[config.mk]
export PLATFORM = sky130hd
export DESIGN_NAME = pcie_dispatch
export DESIGN_NICKNAME = d
export VERILOG_FILES = /design/src/rtl/pcie_dispatch_pkg.sv /design/src/rtl/pcie_dispatch_credit.sv /design/src/rtl/pcie_dispatch.sv
export SDC_FILE = /design/constraint.sdc
export NUM_CORES = 1
export LEC_CHECK = 0
export ABC_CLOCK_PERIOD_IN_PS = 5200
export CAP_MARGIN = 0
export CELL_PAD_IN_SITES_DETAIL_PLACEMENT = 0
export CELL_PAD_IN_SITES_GLOBAL_PLACEMENT = 1
export CORE_AREA = 5 5 209 211
export DETAILED_ROUTE_END_ITERATION = 16
export DIE_AREA = 0 0 214 216
export GPL_ROUTABILITY_DRIVEN = 0
export PLACE_DENSITY = 0.78
export SLEW_MARGIN = 30
export SYNTH_ARGS = -nofsm -noshare
export SYNTH_HDL_FRONTEND = slang
export SYNTH_SLANG_ARGS = --single-unit
[constraint.sdc]
create_clock -name clk -period 5.2 [get_ports clk]
set_input_delay 0.78 -clock clk [delete_from_list [all_inputs] [get_ports clk]]
set_output_delay 0.78 -clock clk [all_outputs]
set_load 0.005 [all_outputs]
[src/rtl/pcie_dispatch_pkg.sv]
// Shared NoC definitions: flit field offsets and destination-index mapping
// used by the PCIe dispatcher and the PE-side blocks.
package pcie_dispatch_pkg;

   // Width of the in-flight flit counter exposed on o_outstanding.
   localparam int CNT_W = 8;

   // Flit layout, MSB to LSB: {x, y, seq, payload}; payload starts at bit 0.
   function automatic int seq_lsb(input int data_width);
      return data_width;
   endfunction

   function automatic int y_lsb(input int data_width, input int pck_num);
      return data_width + pck_num;
   endfunction

   function automatic int x_lsb(input int data_width, input int pck_num, input int y_size);
      return data_width + pck_num + y_size;
   endfunction

   // Linear node index to mesh column / row.
   function automatic int idx_to_x(input int idx, input int cols);
      return idx % cols;
   endfunction

   function automatic int idx_to_y(input int idx, input int cols);
      return idx / cols;
   endfunction

   // Next destination: walks 1..nodes-1 and skips node 0 (the PCIe bridge).
   function automatic int next_idx(input int idx, input int nodes);
      return (idx >= nodes - 1) ? 1 : idx + 1;
   endfunction

endpackage

[src/rtl/pcie_dispatch_credit.sv]
// Outstanding-flit counter: counts accepted flits not yet answered by a
// returned DCT result, and flags when the in-flight limit is reached.
module dispatch_credit
   import pcie_dispatch_pkg::*;
#(
   parameter int MAX_OUT = 16
) (
   input  logic             clk,
   input  logic             rstn,
   input  logic             inc_i,
   input  logic             dec_i,
   output logic [CNT_W-1:0] count_o,
   output logic             full_o
);

   logic [CNT_W-1:0] count_q, count_d;
   logic             dec_eff;

   // A returned result with nothing in flight cannot belong to any flit.
   assign dec_eff = dec_i && (count_q != '0);

   // Next count: a simultaneous accept and return cancel out.
   always_comb begin
      // NOTE: default first so every path assigns count_d and no latch is inferred.
      count_d = count_q;
      unique case ({inc_i, dec_eff})
         2'b10:   count_d = count_q + 1'b1;
         2'b01:   count_d = count_q - 1'b1;
         default: count_d = count_q;
      endcase
   end

   // Counter register.
   always_ff @(posedge clk or negedge rstn) begin
      // NOTE: non-blocking assignments keep register updates order-independent.
      if (!rstn) count_q <= '0;
      else       count_q <= count_d;
   end

   assign count_o = count_q;
   assign full_o  = (count_q >= CNT_W'(MAX_OUT));

endmodule

[src/rtl/pcie_dispatch.sv]
// PCIe-to-NoC dispatcher: stamps each PCIe payload word with a round-robin
// PE destination and a sequence number, presents it through a single
// output register, and throttles input by the number of flits in flight.
module pcie_dispatch
   import pcie_dispatch_pkg::*;
#(
   parameter int X           = 8,
   parameter int Y           = 8,
   parameter int pck_num     = 12,
   parameter int data_width  = 256,
   parameter int x_size      = $clog2(X),
   parameter int y_size      = $clog2(Y),
   parameter int total_width = x_size + y_size + pck_num + data_width,
   parameter int MAX_OUT     = 16
) (
   input  logic                   clk,
   input  logic                   rstn,
   input  logic                   i_valid,
   input  logic [data_width-1:0]  i_data,
   output logic                   o_ready,
   output logic                   o_valid,
   output logic [total_width-1:0] o_data,
   input  logic                   i_ready,
   input  logic                   i_done,
   output logic [CNT_W-1:0]       o_outstanding
);

   localparam int NODES   = X * Y;
   localparam int IDX_W   = $clog2(NODES);
   localparam int SEQ_LSB = seq_lsb(data_width);
   localparam int Y_LSB   = y_lsb(data_width, pck_num);
   localparam int X_LSB   = x_lsb(data_width, pck_num, y_size);

   logic                   valid_q, valid_d;
   logic [total_width-1:0] data_q, data_d;
   logic [IDX_W-1:0]       idx_q, idx_d;
   logic [pck_num-1:0]     seq_q, seq_d;
   logic                   full;
   logic                   accept;

   // Ready depends only on registered state and i_ready; held low in reset.
   assign o_ready = rstn && (!valid_q || i_ready) && !full;
   assign accept  = i_valid && o_ready;

   dispatch_credit #(
      .MAX_OUT (MAX_OUT)
   ) u_credit (
      .clk     (clk),
      .rstn    (rstn),
      .inc_i   (accept),
      .dec_i   (i_done),
      .count_o (o_outstanding),
      .full_o  (full)
   );

   // Next flit: load on accept, otherwise drop valid once downstream takes it.
   always_comb begin
      valid_d = valid_q;
      data_d  = data_q;
      idx_d   = idx_q;
      seq_d   = seq_q;
      if (accept) begin
         valid_d                        = 1'b1;
         data_d[data_width-1:0]         = i_data;
         data_d[SEQ_LSB +: pck_num]     = seq_q;
         data_d[Y_LSB +: y_size]        = y_size'(idx_to_y(int'(idx_q), X));
         data_d[X_LSB +: x_size]        = x_size'(idx_to_x(int'(idx_q), X));
         idx_d                          = IDX_W'(next_idx(int'(idx_q), NODES));
         seq_d                          = seq_q + 1'b1;
      end else if (i_ready) begin
         valid_d = 1'b0;
      end
   end

   // Output register and destination / sequence counters.
   always_ff @(posedge clk or negedge rstn) begin
      if (!rstn) begin
         valid_q <= 1'b0;
         // NOTE: the wide payload register is reset only because o_data must read 0 in reset.
         data_q  <= '0;
         idx_q   <= IDX_W'(1);
         seq_q   <= '0;
      end else begin
         valid_q <= valid_d;
         data_q  <= data_d;
         idx_q   <= idx_d;
         seq_q   <= seq_d;
      end
   end

   assign o_valid = valid_q;
   assign o_data  = data_q;

endmodule

Word-level counts from Yosys, hierarchy flattened
Index checks and enable logic that the tools add are counted.
- $add $sub $neg: 4
- order comparisons: 2
- equal/unequal tests: 2
- muxes and demuxes: 4
- reductions and logical operators: 10
- operator list (kind ; number):
    case mux 8 bit (2 select lines) ; 1
    adder 12 x 1 -> 12 bit (second input constant) ; 1
    adder 8 x 1 -> 8 bit (second input constant) ; 1
    >= comparator 8 x 5 -> 1 bit (second input constant) ; 1
    nonzero test 8 bit ; 1
    subtractor 8 x 1 -> 8 bit (second input constant) ; 1
    adder 6 x 1 -> 6 bit (second input constant) ; 1
    >= comparator 6 bit (second input constant) ; 1
    two-way mux 6 bit ; 1
    logical AND 1 bit ; 4
    nonzero test 2 bit ; 2
    == test 2 x 1 -> 1 bit (second input constant) ; 1
    == test 2 bit (second input constant) ; 1
    logical NOT 1 bit ; 2
    two-way mux 1 bit ; 2
    logical OR 1 bit ; 1
- bits in registers: 301
- bits of input ports: 261
- output and inout port bits: 284
- logic and storage cells: 27

Logic depth before layout (Yosys ltp)
- depth in word-level cells: 7
- gate-level depth with buffers: 14

Modules after synthesis
Synthesis repeated with hierarchy kept, for this count alone.
- cells, all modules: 1309
- area total of the unflattened synthesis: 11860.1 µm²
- modules (own cells, without submodules) (module ; instances ; cells an instance ; area each (µm²)):
    pcie_dispatch ; 1 ; 1238 ; 11200.7
    dispatch_credit ; 1 ; 71 ; 659.4

Worst setup path after synthesis
Ideal clock, no wire load.
- kind: input -> register
- start point: input port i_ready
- end point: register u_credit.count_q[7], in the netlist u_credit.count_o[7]
- setup time: 122 ps
- arrival time: 3473 ps
- slack: 1605 ps
- stages on the path: 13
- buffers on the path: 3
- path through: nand2b_1 -> and4_1 -> buf_2 -> inv_1 -> clkbuf_1 -> clkbuf_1 -> ha_1 -> ha_1 -> a211oi_1 -> nor2_1 -> a221oi_1 -> xnor2_1 -> a32o_1
- cells in the longest elaborated chain, start to end: 6
- elaborated cells on any way between the ends: 8
- those cells by class: 2 x eq/ne; 1 x mux; 5 x reduce/logical
- ends and longest elaborated chain (what ; RTL line ; text):
    from (decl) ; pcie_dispatch.sv:23 ; input logic i_ready,
    logical OR 1 bit (*) ; pcie_dispatch.sv:42 ; assign o_ready = rstn && (!valid_q || i_ready) && !full;
    logical AND 1 bit (*) (2 in series) ; pcie_dispatch.sv:42 ;
    logical AND 1 bit (*) ; pcie_dispatch.sv:43 ; assign accept = i_valid && o_ready;
    == test 2 x 1 -> 1 bit / == test 2 bit (equally long branches) ; pcie_dispatch_credit.sv:26 ; unique case ({inc_i, dec_eff})
    case mux 8 bit (2 select lines) / nonzero test 2 bit (equally long branches) ; -- ;
    to (signal assigned) ; pcie_dispatch_credit.sv:37 ; else count_q <= count_d;
    to (decl) ; pcie_dispatch_credit.sv:16 ; logic [CNT_W-1:0] count_q, count_d;
Mark *: on every way between the ends. The rest lies on a longest branch, timed or not.
A chain may end at the register's enable or synchronous reset.

Final worst setup path
Same ends and word-level chain as after synthesis.

==> results.json <==
{
  "crit_start": "i_ready",
  "layout_commonest_cell": "nand2_1",
  "grt_overflow": 0,
  "dieArea_um2": 46220,
  "cts_tree": "yes",
  "grt_antenna_before_repair": 0,
  "status": "finished, final reports clean",
  "clock_skew_ps": 15.39,
  "cts-resized-gates": 0,
  "cts_root_buf": "clkbuf_16",
  "hold_buffers": 0,
  "dr_total_vias": 10350,
  "avgRoutedWirePerCell_um": 16.66,
  "multi_input_area_um2": 3860,
  "syn_inst": 1303,
  "slew_viol_final": 0,
  "port_buffers": 544,
  "rsz0062_at_grt": "false",
  "syn_nets": 1574,
  "max_cap_violations": 0,
  "io_pins": 545,
  "hold_viol_final": 0,
  "die_h_um": 216,
  "cts_setup_buffers": 0,
  "initial_core_util_pct": 28.05,
  "period_minus_slack_ps": 3535,
  "clk_latency_ps": 530,
  "r2r_start": "u_credit.count_o[4]$_DFFE_PN0P_",
  "required_ps": 5610,
  "regArea_um2": 7533,
  "synth.distinct_cells": 38,
  "dr.pass1.iters": 5,
  "finalCritPeriodShare_pct": 67.98,
  "power.total_w": 0.01011,
  "setup_viol": 0,
  "drive_gt1_share_pct": 3.881,
  "diodes": 0,
  "syn2layout_area_growth_pct": 61.64,
  "max_freq_ghz": 0.2829,
  "startpoint_type": "input pin",
  "yosysWarnings": 0,
  "clockBufferDepth": 3,
  "most-common-layout-cells": "nand2_1 (838), clkdlybuf4s50_1 (543), dfrtp_1 (300)",
  "leakage_nw": 9.145,
  "syn_area_um2": 11660,
  "worstPathMaxFanout": 96,
  "ant_nets": 0,
  "crit_path_end_kind": "flip-flop",
  "fp.dieW_um": 214,
  "synth-edff-count": 0,
  "nNetsFinal": 2100,
  "grt_pass1_wl_um": 62240,
  "hold_path_class": "in -> async",
  "drc": 0,
  "grt_pass1_vias": 10460,
  "synth-seq-cells": 301,
  "max-vdd-ir-drop_v": 0.0003022,
  "worst_slew_margin_rel_pct": 37.91,
  "path_class": "in -> reg",
  "cts-buffers-inserted": 37,
  "core_um2": 41570,
  "cts.clk_slew.worst_paths_ps": 50,
  "fin_tns_setup_ps": 0,
  "async_reset_ff_share_pct": 100.0,
  "worst_pin_slew_ps": 931.3,
  "num_rows": 75,
  "wl_um": 39880,
  "fill_cells": 4007,
  "track_usage_pct": 16.68,
  "avgViaCountPerCell": 4.322,
  "crit_arrival_ps": 3940,
  "grt_max_degree": 190,
  "clock-sinks": 301,
  "dp_hpwl_um": 28260,
  "h-tree-depth": 2,
  "ys_seq_area_share_pct": 64.61,
  "powerDensity_nw_per_um2": 536.4,
  "drt_iter0_drc": 618,
  "avgSynthCellArea_um2": 8.949,
  "synthFlopType": "dfrtp_1"
}
[power by group]
| part | switching [W] | leakage [nW] | internal, W | total, W |
|---|---|---|---|---|
| logic | 0.00151 | 4.71 | 0.00220 | 0.00371 |
| clock network | 0.000990 | 0.600 | 0.00156 | 0.00255 |
| registers | 0.000555 | 3.83 | 0.00329 | 0.00385 |
[critical path, cell delays in order]
cell and delay, ps:
clkdlybuf4s50_1 390, nand2b_1 170, and4_4 240, inv_8 420
ha_1 470, ha_1 330, a211oi_1 340, nor2_1 150
a221oi_1 330, xnor2_1 100, a32o_1 220
[synth_stat cells (all sizes together), types with 2 or more instances]
master,count,area (um2)
a211oi,3,22.52
a21o,2,15.01
a21oi,5,25.02
a31oi,2,12.51
and2,2,12.51
and3,3,23.77
and4,2,17.52
buf,18,73.82
clkbuf,47,176.4
dfrtp,300,7507
ha,9,112.6
inv,5,18.77
mux2i,2,20.02
nand2,838,3146
nand3,2,10.01
nand4,7,43.79
nor2,8,30.03
nor3,2,10.01
nor4,3,25.02
o21a,3,22.52
o21ai,8,40.04
o21bai,2,15.01
o31ai,3,22.52
xnor2,15,131.4
xor2,2,17.52
[final timing paths]
kind                                              endpoint  slack [ps]  cells past startpoint
max                        u_credit.count_o[7]$_DFFE_PN0P_        1670                     11
min                                o_data[197]$_DFFE_PN0P_         160                      1
max reg2reg                u_credit.count_o[7]$_DFFE_PN0P_        1830                     10
min reg2reg                        o_data[116]$_DFFE_PN0P_         470                      2
max in group asynchronous           o_data[86]$_DFFE_PN0P_        3100                      3
min in group clk                   o_data[116]$_DFFE_PN0P_         470                      2
[cell families after synthesis]
kind of cell | count (synthesis) | share of synthesized area (%)
AND/OR/NAND/NOR | 871 | 28.69
buffers and inverters | 70 | 2.307
flip-flops | 301 | 64.61
multiplexers | 2 | 0.1717
AO/OA/AOI/OAI | 32 | 1.803
adder cells (fa/ha/maj) | 10 | 1.137
XOR/XNOR | 17 | 1.277
[layer usage]
layer	GRT usage, %	part of all wire, %	vias to the layer above
met1	20.49	41	4859
met2	27.77	48	379
li1	-	-	5043
met5	0	0	-
met4	5.862	2.8	0
met3	5.437	7.7	65
[area by class of cell]
class / instances / share of cell area [%]
Timing Repair Buffer: 552 / 29.38
Clock buffer: 57 / 6.068
Inverter: 5 / 0.1394
Tap cell: 539 / 3.578
Clock inverter: 8 / 0.3784
Multi-Input combinational cell: 932 / 20.48
Sequential cell: 301 / 39.97
[through the flow]
step | cells | instance area (um2) | setup WS (ps) | hold slack, ps | utilization, %
after floorplan | 1303 | 11660 | 1605 | 444.7 | -
after global placement | 2329 | 17620 | 1182 | 456.5 | 42.38
after global routing | 2394 | 18850 | 1534 | 164.8 | 45.34
after detailed placement | 2329 | 17620 | 1160 | 460.7 | 42.38
after CTS | 2394 | 18830 | 1713 | 152.8 | 45.30
final | 2394 | 18850 | 1665 | 163.3 | 45.34
[sequential cells by signal, summed over array words and instances, names as in the netlist]
| name | flops |
|---|---|
| idx_q | 6 |
| o_data | 274 |
| o_valid | 1 |
| seq_q | 12 |
| u_credit.count_o | 8 |
No activity file was read; power rests on OpenSTA's default activity.
==> edit, RTL diff (same settings) <==
Set the parameter `X` to 16 (it was 8).
--- a/src/rtl/pcie_dispatch.sv
+++ b/src/rtl/pcie_dispatch.sv
@@ -5,5 +5,5 @@
    import pcie_dispatch_pkg::*;
 #(
-   parameter int X           = 8,
+   parameter int X           = 16,
    parameter int Y           = 8,
    parameter int pck_num     = 12,
Interface: changed (resized o_data); port bits go from 545 to 546. The function was not compared with the original's and may differ.
==> edit against the unedited design <==
Worst setup slack improved by 0.17 ns; routed wire length grew 2.5%; design area up 0.29%; largest power group unchanged; sequential cell count up 2; sequential share of layout area is 0.15 points higher; non-clock buffer count rose by 1; cell count grew 0.42%; power decreased by 0.13%; synthesized area rose by 1.7%.
==> edit: results <==
metrics = {
    "synthesis": {
        "synthArstFlopShare_pct": 100,
        "synth_commonest_cells": "nand2_1 (844), dfrtp_1 (302), buf_2 (57), o21ai_0 (12), xnor2_1 (10)",
        "synthTopCellsByArea": "dfrtp_1 (64%), nand2_1 (27%), buf_2 (2.4%), ha_1 (0.95%), xnor2_1 (0.74%)",
        "synth_fp_nets": 1589,
        "synth_cell_types": 41,
        "synth_seq_area_share_pct": 64.0,
    },
    "layout": {
        "drive_above_1_share_pct": 3.59,
        "largest_reg_flops": 275,
        "final_net_count": 2115,
    },
    "placed_design": {
        "portBuffers": 545,
        "placed_area_sq_um": 17800,
        "place_ws_ns": 1.31,
        "dp_hpwl_mm": 29.2,
    },
    "grt": {
        "antenna_found_initial": 0,
        "grt_usage_pct": 17.4,
        "grt_pass1_wl_mm": 64.8,
        "grt_max_degree": 187,
    },
    "setup_path": {
        "crit_path_max_fanout": 60,
        "regToRegSetupSlack_ns": 1.86,
    },
    "clocking": {
        "ctsResizeCount": 0,
        "cts_buffers": 36,
    },
    "outcome": {
        "outcome": "completed",
    },
    "pwr": {
        "swShare_pct": 30.4,
        "vdd_drop_max_v": 0.000289,
        "p_leak_nw": 9.20,
    },
    "timing": {
        "finalSetupTns_ns": 0,
        "worst_slew_pin_slew_ns": 0.965,
        "worst_slack_ns": 1.84,
        "finalClockSkew_ns": 0.0151,
    },
    "routing": {
        "first_iter_violations": 481,
        "wire_per_inst_um": 17.0,
        "viasPerCell": 4.38,
    },
}
## edit: worst paths after layout
kind,start,to,depth (start not counted)
setup / recovery,i_ready,u_credit.count_o[7],11
hold / removal,rstn,o_data[1],1
setup reg to reg,u_credit.count_o[7],u_credit.count_o[7],10
hold reg to reg,o_data[95],o_data[95],2
max in group asynchronous,rstn,o_data[122],3
min in group clk,o_data[95],o_data[95],2
## edit: power by group through the flow
stage | Combinational [mW] | Clock [mW] | Sequential (mW)
3_5_place_dp | 3.81 | 0 | 3.89
3_3_place_gp | 3.76 | 0 | 3.85
2_1_floorplan | 1.12 | 0 | 3.93
4_1_cts | 3.82 | 2.57 | 3.87
5_1_grt | 4.14 | 2.67 | 4.00
6_report | 3.76 | 2.48 | 3.86
## edit: stage by stage
stage	instances	hold WS [ns]
global route	2404	0.159
global placement	2345	0.456
detailed placement	2345	0.461
finish	2404	0.151
CTS	2404	0.137
floorplan	1318	0.445
## edit: final cells by class
class,instances,area [sq um]
well taps,539,674
flip-flops and latches,303,7580
repair buffers,553,5550
clock buffers,52,1060
clock inverters,7,85.1
fillers,4000,22700
inverters,5,26.3
multi-input cells,945,3920
## edit: per-layer routing
layer  routed length, um  part of all wire (%)  track usage (%)
met4                1210                   2.9             5.37
met2               19000                    47             28.2
met3                3640                   8.9             6.80
met5                   0                     0                0
met1               17000                    42             21.6
## edit: kinds of logic after synthesis
kind of cell	Yosys count	share of synthesized area, %
AND/OR/NAND/NOR	880	28.6
multiplexers	1	0.0844
adder cells (fa/ha/maj)	10	1.12
XOR/XNOR	15	1.11
buffers and inverters	70	3.00
AO/OA/AOI/OAI	39	2.16
flip-flops	303	64.0
